<file path="src/rtl/if_pkg.sv">
// Shared types and constants for the instruction-fetch stage.
package if_pkg;

    // Fetch FSM encoding: FETCH=0, HOLD=1, DISCARD=2.
    typedef enum logic [1:0] {
        ST_FETCH   = 2'd0,
        ST_HOLD    = 2'd1,
        ST_DISCARD = 2'd2
    } if_state_e;

    // Bubble presented to IfStageReg when nothing valid is fetched.
    localparam logic [31:0] IF_NOP = 32'h0;

    // Default byte increment between sequential fetches.
    localparam int IF_PC_STEP_DEF = 4;

endpackage

</file>
<file path="src/rtl/if_pc_reg.sv">
// Program counter register: synchronous reset, branch load, sequential
// increment, otherwise hold. Load has priority over increment.
module if_pc_reg
    import if_pkg::*;
#(
    parameter int                ADDR_W   = 32,
    parameter logic [ADDR_W-1:0] RESET_PC = '0,
    parameter int                PC_STEP  = IF_PC_STEP_DEF
) (
    input  logic              clk,
    input  logic              rst,
    input  logic              load,
    input  logic [ADDR_W-1:0] load_addr,
    input  logic              inc,
    output logic [ADDR_W-1:0] pc,
    output logic [ADDR_W-1:0] pc_seq
);

    logic [ADDR_W-1:0] pc_d;
    logic [ADDR_W-1:0] pc_q;

    // Sequential successor wraps silently modulo 2^ADDR_W.
    assign pc_seq = pc_q + ADDR_W'(PC_STEP);
    assign pc     = pc_q;

    // Next PC: branch load beats increment beats hold.
    always_comb begin
        pc_d = pc_q;
        if (load) begin
            pc_d = load_addr;
        end else if (inc) begin
            pc_d = pc_seq;
        end
    end

    // PC state register.
    always_ff @(posedge clk) begin
        if (rst) begin
            pc_q <= RESET_PC;
        end else begin
            pc_q <= pc_d;
        end
    end

endmodule

</file>
<file path="src/rtl/if_fetch_unit.sv">
// IF stage front end: owns the PC, issues instruction-memory requests over
// a req/ack handshake and presents fetched words to IfStageReg.
// Optional feature macro: IF_PERF_CNT_EN adds perf_fetched / perf_wait.
module if_fetch_unit
    import if_pkg::*;
#(
    parameter int                ADDR_W   = 32,
    parameter logic [ADDR_W-1:0] RESET_PC = '0,
    parameter int                PC_STEP  = IF_PC_STEP_DEF
) (
    input  logic              clk,
    input  logic              rst,
    input  logic              freeze,
    input  logic              branch_taken,
    input  logic [ADDR_W-1:0] branch_addr,
    output logic              imem_req,
    output logic [ADDR_W-1:0] imem_addr,
    input  logic              imem_ack,
    input  logic [31:0]       imem_rdata,
    output logic              fetch_valid,
    output logic [ADDR_W-1:0] pc_out,
    output logic [31:0]       instruction_out,
    output logic              mem_wait
`ifdef IF_PERF_CNT_EN
    ,
    output logic [31:0]       perf_fetched,
    output logic [31:0]       perf_wait
`endif
);

    if_state_e         state_d, state_q;
    logic [ADDR_W-1:0] req_addr_d, req_addr_q;
    logic [31:0]       buf_d, buf_q;
    logic              pc_load;
    logic              pc_inc;
    logic [ADDR_W-1:0] pc;
    logic [ADDR_W-1:0] pc_seq;

    if_pc_reg #(
        .ADDR_W   (ADDR_W),
        .RESET_PC (RESET_PC),
        .PC_STEP  (PC_STEP)
    ) u_pc (
        .clk       (clk),
        .rst       (rst),
        .load      (pc_load),
        .load_addr (branch_addr),
        .inc       (pc_inc),
        .pc        (pc),
        .pc_seq    (pc_seq)
    );

    // Next-state, PC control and presented outputs for the fetch FSM.
    // In DISCARD the old request must complete before the redirected one
    // can go out, so req_addr only catches up with pc on that ack.
    always_comb begin
        state_d         = state_q;
        req_addr_d      = req_addr_q;
        buf_d           = buf_q;
        pc_load         = 1'b0;
        pc_inc          = 1'b0;
        imem_req        = 1'b1;
        fetch_valid     = 1'b0;
        instruction_out = IF_NOP;
        case (state_q)
            ST_FETCH: begin
                if (imem_ack) begin
                    if (branch_taken) begin
                        pc_load    = 1'b1;
                        req_addr_d = branch_addr;
                    end else begin
                        fetch_valid     = 1'b1;
                        instruction_out = imem_rdata;
                        if (freeze) begin
                            buf_d   = imem_rdata;
                            state_d = ST_HOLD;
                        end else begin
                            pc_inc     = 1'b1;
                            req_addr_d = pc_seq;
                        end
                    end
                end else if (branch_taken) begin
                    pc_load = 1'b1;
                    state_d = ST_DISCARD;
                end
            end
            ST_HOLD: begin
                imem_req        = 1'b0;
                fetch_valid     = 1'b1;
                instruction_out = buf_q;
                if (branch_taken) begin
                    pc_load    = 1'b1;
                    req_addr_d = branch_addr;
                    state_d    = ST_FETCH;
                end else if (!freeze) begin
                    pc_inc     = 1'b1;
                    req_addr_d = pc_seq;
                    state_d    = ST_FETCH;
                end
            end
            ST_DISCARD: begin
                if (branch_taken) begin
                    pc_load = 1'b1;
                end
                if (imem_ack) begin
                    req_addr_d = branch_taken ? branch_addr : pc;
                    state_d    = ST_FETCH;
                end
            end
            default: begin
                state_d = ST_FETCH;
            end
        endcase
    end

    assign imem_addr = req_addr_q;
    assign mem_wait  = imem_req & ~imem_ack;
    assign pc_out    = fetch_valid ? pc_seq : '0;

    // FSM state, outstanding request address and freeze buffer.
    always_ff @(posedge clk) begin
        if (rst) begin
            state_q    <= ST_FETCH;
            req_addr_q <= RESET_PC;
            buf_q      <= IF_NOP;
        end else begin
            state_q    <= state_d;
            req_addr_q <= req_addr_d;
            buf_q      <= buf_d;
        end
    end

`ifdef IF_PERF_CNT_EN
    logic [31:0] perf_fetched_d, perf_fetched_q;
    logic [31:0] perf_wait_d, perf_wait_q;

    // Counters advance on consumed fetches and on memory wait cycles.
    always_comb begin
        perf_fetched_d = perf_fetched_q + 32'(fetch_valid & ~freeze);
        perf_wait_d    = perf_wait_q + 32'(mem_wait);
    end

    // Performance counter registers; wrap at 2^32.
    always_ff @(posedge clk) begin
        if (rst) begin
            perf_fetched_q <= '0;
            perf_wait_q    <= '0;
        end else begin
            perf_fetched_q <= perf_fetched_d;
            perf_wait_q    <= perf_wait_d;
        end
    end

    assign perf_fetched = perf_fetched_q;
    assign perf_wait    = perf_wait_q;
`endif

`ifndef SYNTHESIS
    // An ack with no request outstanding is ignored by the FSM; flag it.
    always_ff @(posedge clk) begin
        if (!rst) begin
            assert (!(imem_ack && !imem_req))
                else $error("imem_ack asserted while imem_req is low");
        end
    end
`endif

endmodule
</file>
<file path="config.mk">
export PLATFORM = sky130hd
export DESIGN_NAME = if_fetch_unit
export DESIGN_NICKNAME = d
export VERILOG_FILES = /design/src/rtl/if_pkg.sv /design/src/rtl/if_pc_reg.sv /design/src/rtl/if_fetch_unit.sv
export SDC_FILE = /design/constraint.sdc
export NUM_CORES = 1
export LEC_CHECK = 0
export CAP_MARGIN = 0
export CORE_MARGIN = 2
export CORE_UTILIZATION = 52
export CTS_CLUSTER_SIZE = 10
export DETAILED_ROUTE_END_ITERATION = 16
export MAX_ROUTING_LAYER = met4
export PLACE_DENSITY = 0.87
export SLEW_MARGIN = 30
export SYNTH_ARGS = -nofsm -noshare
export SYNTH_HDL_FRONTEND = slang
export SYNTH_SLANG_ARGS = --single-unit
</file>
<file path="constraint.sdc">
create_clock -name clk -period 4.4 [get_ports clk]
set_input_delay 0.88 -clock clk [delete_from_list [all_inputs] [get_ports clk]]
set_output_delay 0.88 -clock clk [all_outputs]
set_load 0.01 [all_outputs]
</file>
==> results of run 1 <==
## metrics by stage
stage	hold slack [ns]	util [%]	area, sq um	setup slack [ns]
CTS	0.461	70.3	7630	0.363
global route	0.474	70.4	7630	0.172
floorplan	0.436	-	5760	1.36
finish	0.459	70.4	7630	0.338
detailed placement	0.447	68.5	7430	0.477
global placement	0.442	68.5	7430	0.591
## layer usage
layer | wire [um] | share of wire, % | GRT usage (%) | up-vias
li1 | - | - | - | 3044
met1 | 7960 | 40 | 43.1 | 3064
met2 | 9240 | 47 | 52.7 | 404
met3 | 1980 | 10 | 8.13 | 66
met4 | 647 | 3.3 | 14.3 | 0
met5 | 0 | 0 | - | -
## final cells by class
| type | instances | share of cell area, % |
|---|---|---|
| flip-flops and latches | 98 | 25.7 |
| inverters | 10 | 0.492 |
| clock inverters | 4 | 0.672 |
| clock buffers | 12 | 1.90 |
| well taps | 140 | 2.30 |
| multi-input cells | 595 | 45.3 |
| repair buffers | 184 | 23.6 |
## where the power goes
| part | switching, mW | leakage, nW | total (mW) | internal (mW) |
|---|---|---|---|---|
| clock | 0.329 | 0.0966 | 0.609 | 0.279 |
| combinational | 0.246 | 1.72 | 0.483 | 0.238 |
| sequential | 0.0671 | 0.805 | 1.01 | 0.943 |
| total | 0.642 | 2.62 | 2.10 | 1.46 |
## critical path, delay by kind of cell (launching register included)
| kind | cells | cell delay [ns] |
|---|---|---|
| and+or+nand+nor | 4 | 1.28 |
| xor gates and xnor gates | 1 | 0.22 |
| buffers and inverters | 2 | 0.76 |
| DFF | 1 | 0.54 |
## worst min path at each step
| stage | from | end | slack (ns) |
|---|---|---|---|
| final | imem_addr[5] | imem_addr[5] | 0.46 |
| after global routing | imem_addr[5] | imem_addr[5] | 0.47 |
| after CTS | imem_addr[5] | imem_addr[5] | 0.46 |
| after detailed placement | imem_addr[5] | imem_addr[5] | 0.45 |
| after global placement | buf_q[30] | buf_q[30] | 0.44 |
| after floorplan | buf_q[0] | buf_q[0] | 0.44 |
## registers in the layout, indices dropped and copies added (netlist names)
register	count
state_q	2
buf_q	32
u_pc.pc	32
imem_addr	32
## logic make-up (layout without fill, tap and decap cells)
family / count (synthesis) / count (layout) / synth area share [%]
simple gates: 318 / 318 / 25.8
compound gates: 234 / 234 / 26.8
flops: 98 / 98 / 34.1
buf+inv: 91 / 210 / 6.54
xor+xnor: 36 / 36 / 5.48
mux: 6 / 6 / 1.04
fa+ha+maj: 1 / 1 / 0.217
## synthesized netlist by cell type, types with 4 or more instances
library cell,instances
a2111oi_0,4
a211oi_1,8
a21oi_1,67
a22o_1,33
a311oi_1,4
a31oi_1,9
a32oi_1,5
and2_1,5
and3_1,8
and4_1,11
buf_2,4
buf_4,8
clkbuf_1,66
dfxtp_1,98
inv_1,10
mux2i_1,6
nand2_1,133
nand2b_1,7
nand3_1,28
nand4_1,12
nor2_1,68
nor3_1,19
nor4_1,10
o211ai_1,9
o21a_1,10
o21ai_0,46
o22ai_1,10
o311ai_0,5
o31a_1,4
or3_1,6
xnor2_1,15
xor2_1,21
==> metrics.txt, run 1 <==
status finished, final reports clean; worst setup path start u_pc.pc[4]; area share of the largest cell type after synthesis 34.1%; initial antenna violation count 0; largest net degree at the start of global routing 57; top_reg_cell synth dfxtp_1; CTS Buf Count 9; Post-CTS Hold Buffers 0; WL/cell 19.0 um; minimum clock period 4.06 ns; leak pwr 2.62 nW; Site Rows 38; Port Buf Inserts 167; Reg clk slew, reported paths 0.10 ns; Seq. cell area 1960 sq um; period utilisation layout 92.3%; Final Hold Viols 0; setup tns final 0 ns; Crit path arrival time 3.18 ns; Post-Syn Area per Cell 7.34 sq um; CTS tree done; commonest non-fill, non-tap cell in the layout clkdlybuf4s50_1; crit path kind flip-flop to output pin; Startpoint Class flip-flop; Max Root-Sink Buffers 2; core area 10800 sq um; Yosys Warn Count 0; Worst-Skew Late Latency 0.38 ns; Die H 109 um; n_diodes 0; Critical Path End Type output pin; P&R area growth vs syn 32.5%; total congestion overflow 0; Worst Hold Depth 2; RR Startpoint u_pc.pc[4]; IO Pins 168; dpl cells 1027; gr usage total 34.2%; Reg2Reg Depth 6; GP Congestion 1.01; max incr delay on CP 0.57 ns; Synthesized Nets 854; TritonRoute pass-1 iters 5; Vias/cell 6.31; Slew @ Worst Pin 0.914 ns; Fin Clk Skew 0.0157 ns; antenna-violating nets left 0; vias in the first global route 6360; post-CTS sizing 0; Critical Path RT 3.52 ns; Synth Cell Area 5760 sq um; Slowest-stage cell, CP or4_1; hpwl dp 13300 um; fill count 895; Final Max Slew Viols 0; root buf cell clkbuf_8; final WL 19800 um; relative slew slack 38.6%; total power 2.10 mW; Cells after Synth 784; CP cell instances and4_1 > buf_4 > nand4_4 > or4_1 > xor2_1 > nor2_1 > clkdlybuf4s50_1; count of final setup violators 0; Final #Nets 968; Max VDD drop 154 uV; die area 11900 sq um; hold crit path type flip-flop to flip-flop; layout cells sized above 1 4.54%; DRC 0; routed vias 6578; Yosys reg bits 98; most frequent cells in the layout clkdlybuf4s50_1, nand2_1, dfxtp_1; post-synthesis cell type count 57; post-synthesis sequential area ratio 34.1%; R2R Setup Slk 1.76 ns; Worst R2R End imem_addr[25]; MaxCap Viol Count 0; DR iter-0 viols 574; number of enable flip-flop cells after synthesis 0; initial core utilization 53.1%; footprint of the multi-input gates 3460 sq um; first-pass GRT wire length 31200 um; Pwr Density 275 nW/um^2; RSZ-0062 raised after global routing no; CP Capture Point pc_out[25]; FFs w/ async S/R, synth 0%; worst-path fanout max 9; synth top area cells dfxtp_1, nand2_1, a21oi_1; H-tree depth 3; non-filler cells, final 1043; dominant cell type by area after synthesis dfxtp_1; fmax 246 MHz; Die X 109 um; number of setup buffers added after CTS 0; clk sinks 98
No activity file was read; power rests on OpenSTA's default activity.
==> run 2: changes to the inputs <==
Settings changed: CORE_MARGIN 2 to default.
==> run 2 against run 1 <==
  * Count of clock-buffer cells in the layout shrank 2
  * Sequential share of layout area shrank 0.055 points
  * Utilization grew 0.46 points
  * Sequential power is essentially flat
  * Die area shrank 3.6%
  * Maximum frequency grew 0.20%
  * Critical path type unchanged
  * Largest power group unchanged
==> metrics.txt, run 2 (synthesis results as in run 1) <==
largest net degree at the start of global routing 57; TritonRoute pass-1 iters 5; Die H 107 um; count of final setup violators 0; IO Pins 168; RSZ-0062 raised after global routing no; Hold Path End buf_q[24]; cell family with most CP delay simple AND/OR/NAND/NOR gates; Final #Nets 971; MaxCap Viol Count 0; CTS Buf Count 9; Post-CTS Hold Buffers 0; final WL 19200 um; WL/cell 18.4 um; fmax 247 MHz; DR iter-0 viols 576; commonest non-fill, non-tap cell in the layout clkdlybuf4s50_1; setup tns final 0 ns; Final Hold Viols 0; RR Startpoint u_pc.pc[4]; core area 10800 sq um; total congestion overflow 0; Worst Hold Depth 2; initial antenna violation count 0; worst-path fanout max 9; CP cell instances and4_1 > buf_4 > nand4_4 > or4_1 > xor2_1 > nor2_1 > clkdlybuf4s50_1; Fin Clk Skew 0.0122 ns; root buf cell clkbuf_8; antenna-violating nets left 0; period utilisation layout 92.1%; critical path buffer and inverter count 2; dpl cells 1030; Worst R2R End imem_addr[25]; vias in the first global route 6146; H-tree depth 3; Vias/cell 6.19; relative slew slack 36.2%; R2R Setup Slk 1.75 ns; Pwr Density 276 nW/um^2; Max Root-Sink Buffers 2; die area 11500 sq um; Reg clk slew, reported paths 0.10 ns; Worst Min Path Start buf_q[24]; initial core utilization 53.4%; CTS tree done; P&R area growth vs syn 32.8%; GP Congestion 0.936; hold crit path type flip-flop to flip-flop; max incr delay on CP 0.58 ns; Max VDD drop 218 uV; crit path kind flip-flop to output pin; gr usage total 34.9%; hpwl dp 13200 um; Slowest-stage cell, CP or4_1; post-CTS sizing 0; Critical Path End Type output pin; Critical Path RT 3.52 ns; Die X 107 um; Slew @ Worst Pin 0.949 ns; leak pwr 2.63 nW; minimum clock period 4.05 ns; Site Rows 38; Reg2Reg Depth 6; n_diodes 0; layout cells sized above 1 4.97%; clk sinks 98; first-pass GRT wire length 30500 um; non-filler cells, final 1046; Final Max Slew Viols 0; status finished, final reports clean; DRC 0; routed vias 6472; number of setup buffers added after CTS 0; Port Buf Inserts 167; Startpoint Class flip-flop; Worst-Skew Late Latency 0.39 ns; Crit path arrival time 3.17 ns; most frequent cells in the layout clkdlybuf4s50_1, nand2_1, dfxtp_1
==> run 2: how the worst max path moves through the flow <==
stage | start | end | slack, ns | depth (start not counted)
after detailed placement | imem_ack | pc_out[18] | 0.54 | 6
after floorplan | branch_taken | pc_out[1] | 1.36 | 8
final | u_pc.pc[4] | pc_out[25] | 0.35 | 7
after global placement | imem_ack | pc_out[18] | 0.59 | 6
after CTS | u_pc.pc[4] | pc_out[25] | 0.38 | 7
after global routing | u_pc.pc[4] | pc_out[25] | 0.20 | 7
==> run 2: through the flow <==
step	total power [mW]	utilization (%)	hold WS (ns)	cell area, sq um	setup WS (ns)
final	2.11	70.9	0.461	7650	0.346
after global routing	2.20	70.9	0.483	7650	0.201
after CTS	2.11	70.8	0.461	7640	0.382
after detailed placement	1.50	68.9	0.448	7440	0.543
after global placement	1.49	68.9	0.443	7440	0.595
after floorplan	1.26	-	0.436	5760	1.36
==> run 2: metal layers <==
layer / vias up / GRT usage [%] / routed length (um) / part of all wire, %
li1: 3046 / - / - / -
met1: 3045 / 44.4 / 7980 / 42
met2: 343 / 53.7 / 8900 / 46
met3: 38 / 7.05 / 1880 / 9.8
met4: 0 / 15.3 / 454 / 2.4
met5: - / - / 0 / 0
==> run 2: area by class of cell <==
class,instances,area (sq um)
clock inverters,6,75.1
flip-flops and latches,98,1960
well taps,140,175
repair buffers,187,1810
inverters,10,37.5
multi-input cells,595,3460
fillers,862,3150
clock buffers,10,128
==> run 2: worst register-to-register path, stage by stage, from the launching register on <==
cell,delay [ns]
dfxtp_1,0.52
and4_1,0.43
buf_4,0.22
nand4_4,0.19
or4_1,0.58
or4_1,0.54
o311ai_1,0.08
==> run 2: where the power goes <==
part	internal, mW	switching [mW]	total [mW]
Combinational	0.238	0.244	0.482
Clock	0.271	0.350	0.622
Sequential	0.943	0.0654	1.01
==> run 3: changes to the inputs <==
Settings changed: CORE_UTILIZATION 52 to 50, PLACE_DENSITY 0.87 to 0.84.
==> run 3 against run 2 <==
  * Register-to-register slack is essentially flat
  * Sequential cell count is the same
  * Worst hold slack lost 0.0069 ns
  * Cell count shrank 0.29%
  * Combinational power shrank 0.8%
==> metrics.txt, run 3 (synthesis results as in run 1) <==
CTS Buf Count 9; number of setup buffers added after CTS 0; Met2 Wirelength 8820 um; Slew @ Worst Pin 0.890 ns; Worst Hold Depth 2; initial antenna violation count 0; worst setup path start u_pc.pc[2]; period utilisation layout 91.3%; CTS tree done; Comb pwr share 20.6%; Startpoint Class flip-flop; Switching Share 28.8%; P_int 1.65 mW; setup tns final 0 ns; root buf cell clkbuf_16; minimum clock period 4.02 ns; DR top layer met4; largest net degree at the start of global routing 57; total congestion overflow 0; Final Util 70.1%; commonest non-fill, non-tap cell in the layout clkdlybuf4s50_1; Final Hold Viols 0; count of final setup violators 0; leak pwr 2.66 nW; met3 WL post-DR 1640 um; routed vias 6467; Site Rows 38; Crit path arrival time 3.14 ns; hpwl dp 12800 um; Final #Nets 968; Reg2Reg Depth 5; hold crit path type flip-flop to flip-flop; core area 11000 sq um; layout cells sized above 1 4.65%; fmax 249 MHz; final WL 18800 um; H-tree depth 3; Worst-Skew Late Latency 0.35 ns; die area 11900 sq um; RR Startpoint u_pc.pc[6]; worst setup slack after layout 0.381 ns; relative slew slack 40.5%; WL met1 7700 um; CP Capture Point pc_out[28]; Max Root-Sink Buffers 2; Max VDD drop 197 uV; DR iter-0 viols 671; vias in the first global route 6006; power share of the sequential group 43.5%; Critical Path RT 3.52 ns; antenna-violating nets left 0; DRC 0; clock power share 35.9%; Port Buf Inserts 167; n_diodes 0; R2R Setup Slk 1.75 ns; Worst R2R End imem_addr[25]; dpl ws 0.558 ns; GP Congestion 0.964; gr usage total 32.5%; P&R area growth vs syn 34.2%; Final Max Slew Viols 0; worst-path fanout max 10; P_sw 0.667 mW; crit path kind flip-flop to output pin; post-CTS sizing 0; hold_ws 0.454 ns; TritonRoute pass-1 iters 6; fill count 923; most frequent cells in the layout clkdlybuf4s50_1, nand2_1, dfxtp_1; initial core utilization 52.2%; Vias/cell 6.20; Fin Clk Skew 0.00538 ns; Pwr Density 300 nW/um^2; status finished, final reports clean; first-pass GRT wire length 29700 um; Die H 109 um; Reg clk slew, reported paths 0.07 ns; MaxCap Viol Count 0; Die X 109 um; Critical Path End Type output pin; WL/cell 18.1 um; IO Pins 168; clk sinks 98; RSZ-0062 raised after global routing no; Post-CTS Hold Buffers 0
run 3: changes by cell type in the layout (fill, tap and decap cells not counted), sizes merged:
| cell | delta |
|---|---|
| inv | -2 |
| clkinv | -1 |
| clkinvlp | +1 |
| clkbuf | +2 |
| buf | -3 |
run 3: routing by layer:
metal	up-vias	track usage [%]
met3	63	4.68
met1	2993	41.2
li1	3046	-
met2	365	50.7
met5	-	-
met4	0	15.8
run 3: worst min path at each step:
stage	from	to	slack, ns
after floorplan	buf_q[0]	buf_q[0]	0.44
after global placement	buf_q[0]	buf_q[0]	0.44
after detailed placement	imem_addr[5]	imem_addr[5]	0.45
after CTS	buf_q[25]	buf_q[25]	0.46
after global routing	buf_q[0]	buf_q[0]	0.47
final	imem_addr[5]	imem_addr[5]	0.45
run 3: worst max-delay path, stage by stage, from the launching register on:
cell	delay, ns
dfxtp_1	0.55
ha_1	0.44
and4_1	0.36
and4_1	0.44
nand3_1	0.16
xor2_1	0.20
nor2_1	0.11
clkdlybuf4s50_1	0.54
run 3: final cells by class:
type                            count  area, sq um  area share [%]
Sequential cell                    98         1960            25.4
Clock buffer                       12          256            3.32
Timing Repair Buffer              184         1790            23.2
Clock inverter                      4         50.0           0.648
Inverter                           10         37.5           0.486
Multi-Input combinational cell    595         3460            44.7
Tap cell                          140          175            2.27
run 3: power by group through the flow:
| stage | sequential, mW | combinational (mW) | clock, mW |
|---|---|---|---|
| after global placement | 1.02 | 0.459 | 0 |
| after global routing | 1.02 | 0.515 | 0.867 |
| after CTS | 1.01 | 0.473 | 0.837 |
| after detailed placement | 1.03 | 0.470 | 0 |
| after floorplan | 1.00 | 0.257 | 0 |
| final | 1.01 | 0.478 | 0.833 |
run 3: through the flow:
step	cell area [sq um]	instances	total power, mW
detailed placement	7410	1027	1.49
CTS	7720	1043	2.31
floorplan	5760	784	1.26
global route	7730	1043	2.40
finish	7730	1043	2.32
global placement	7410	1027	1.48
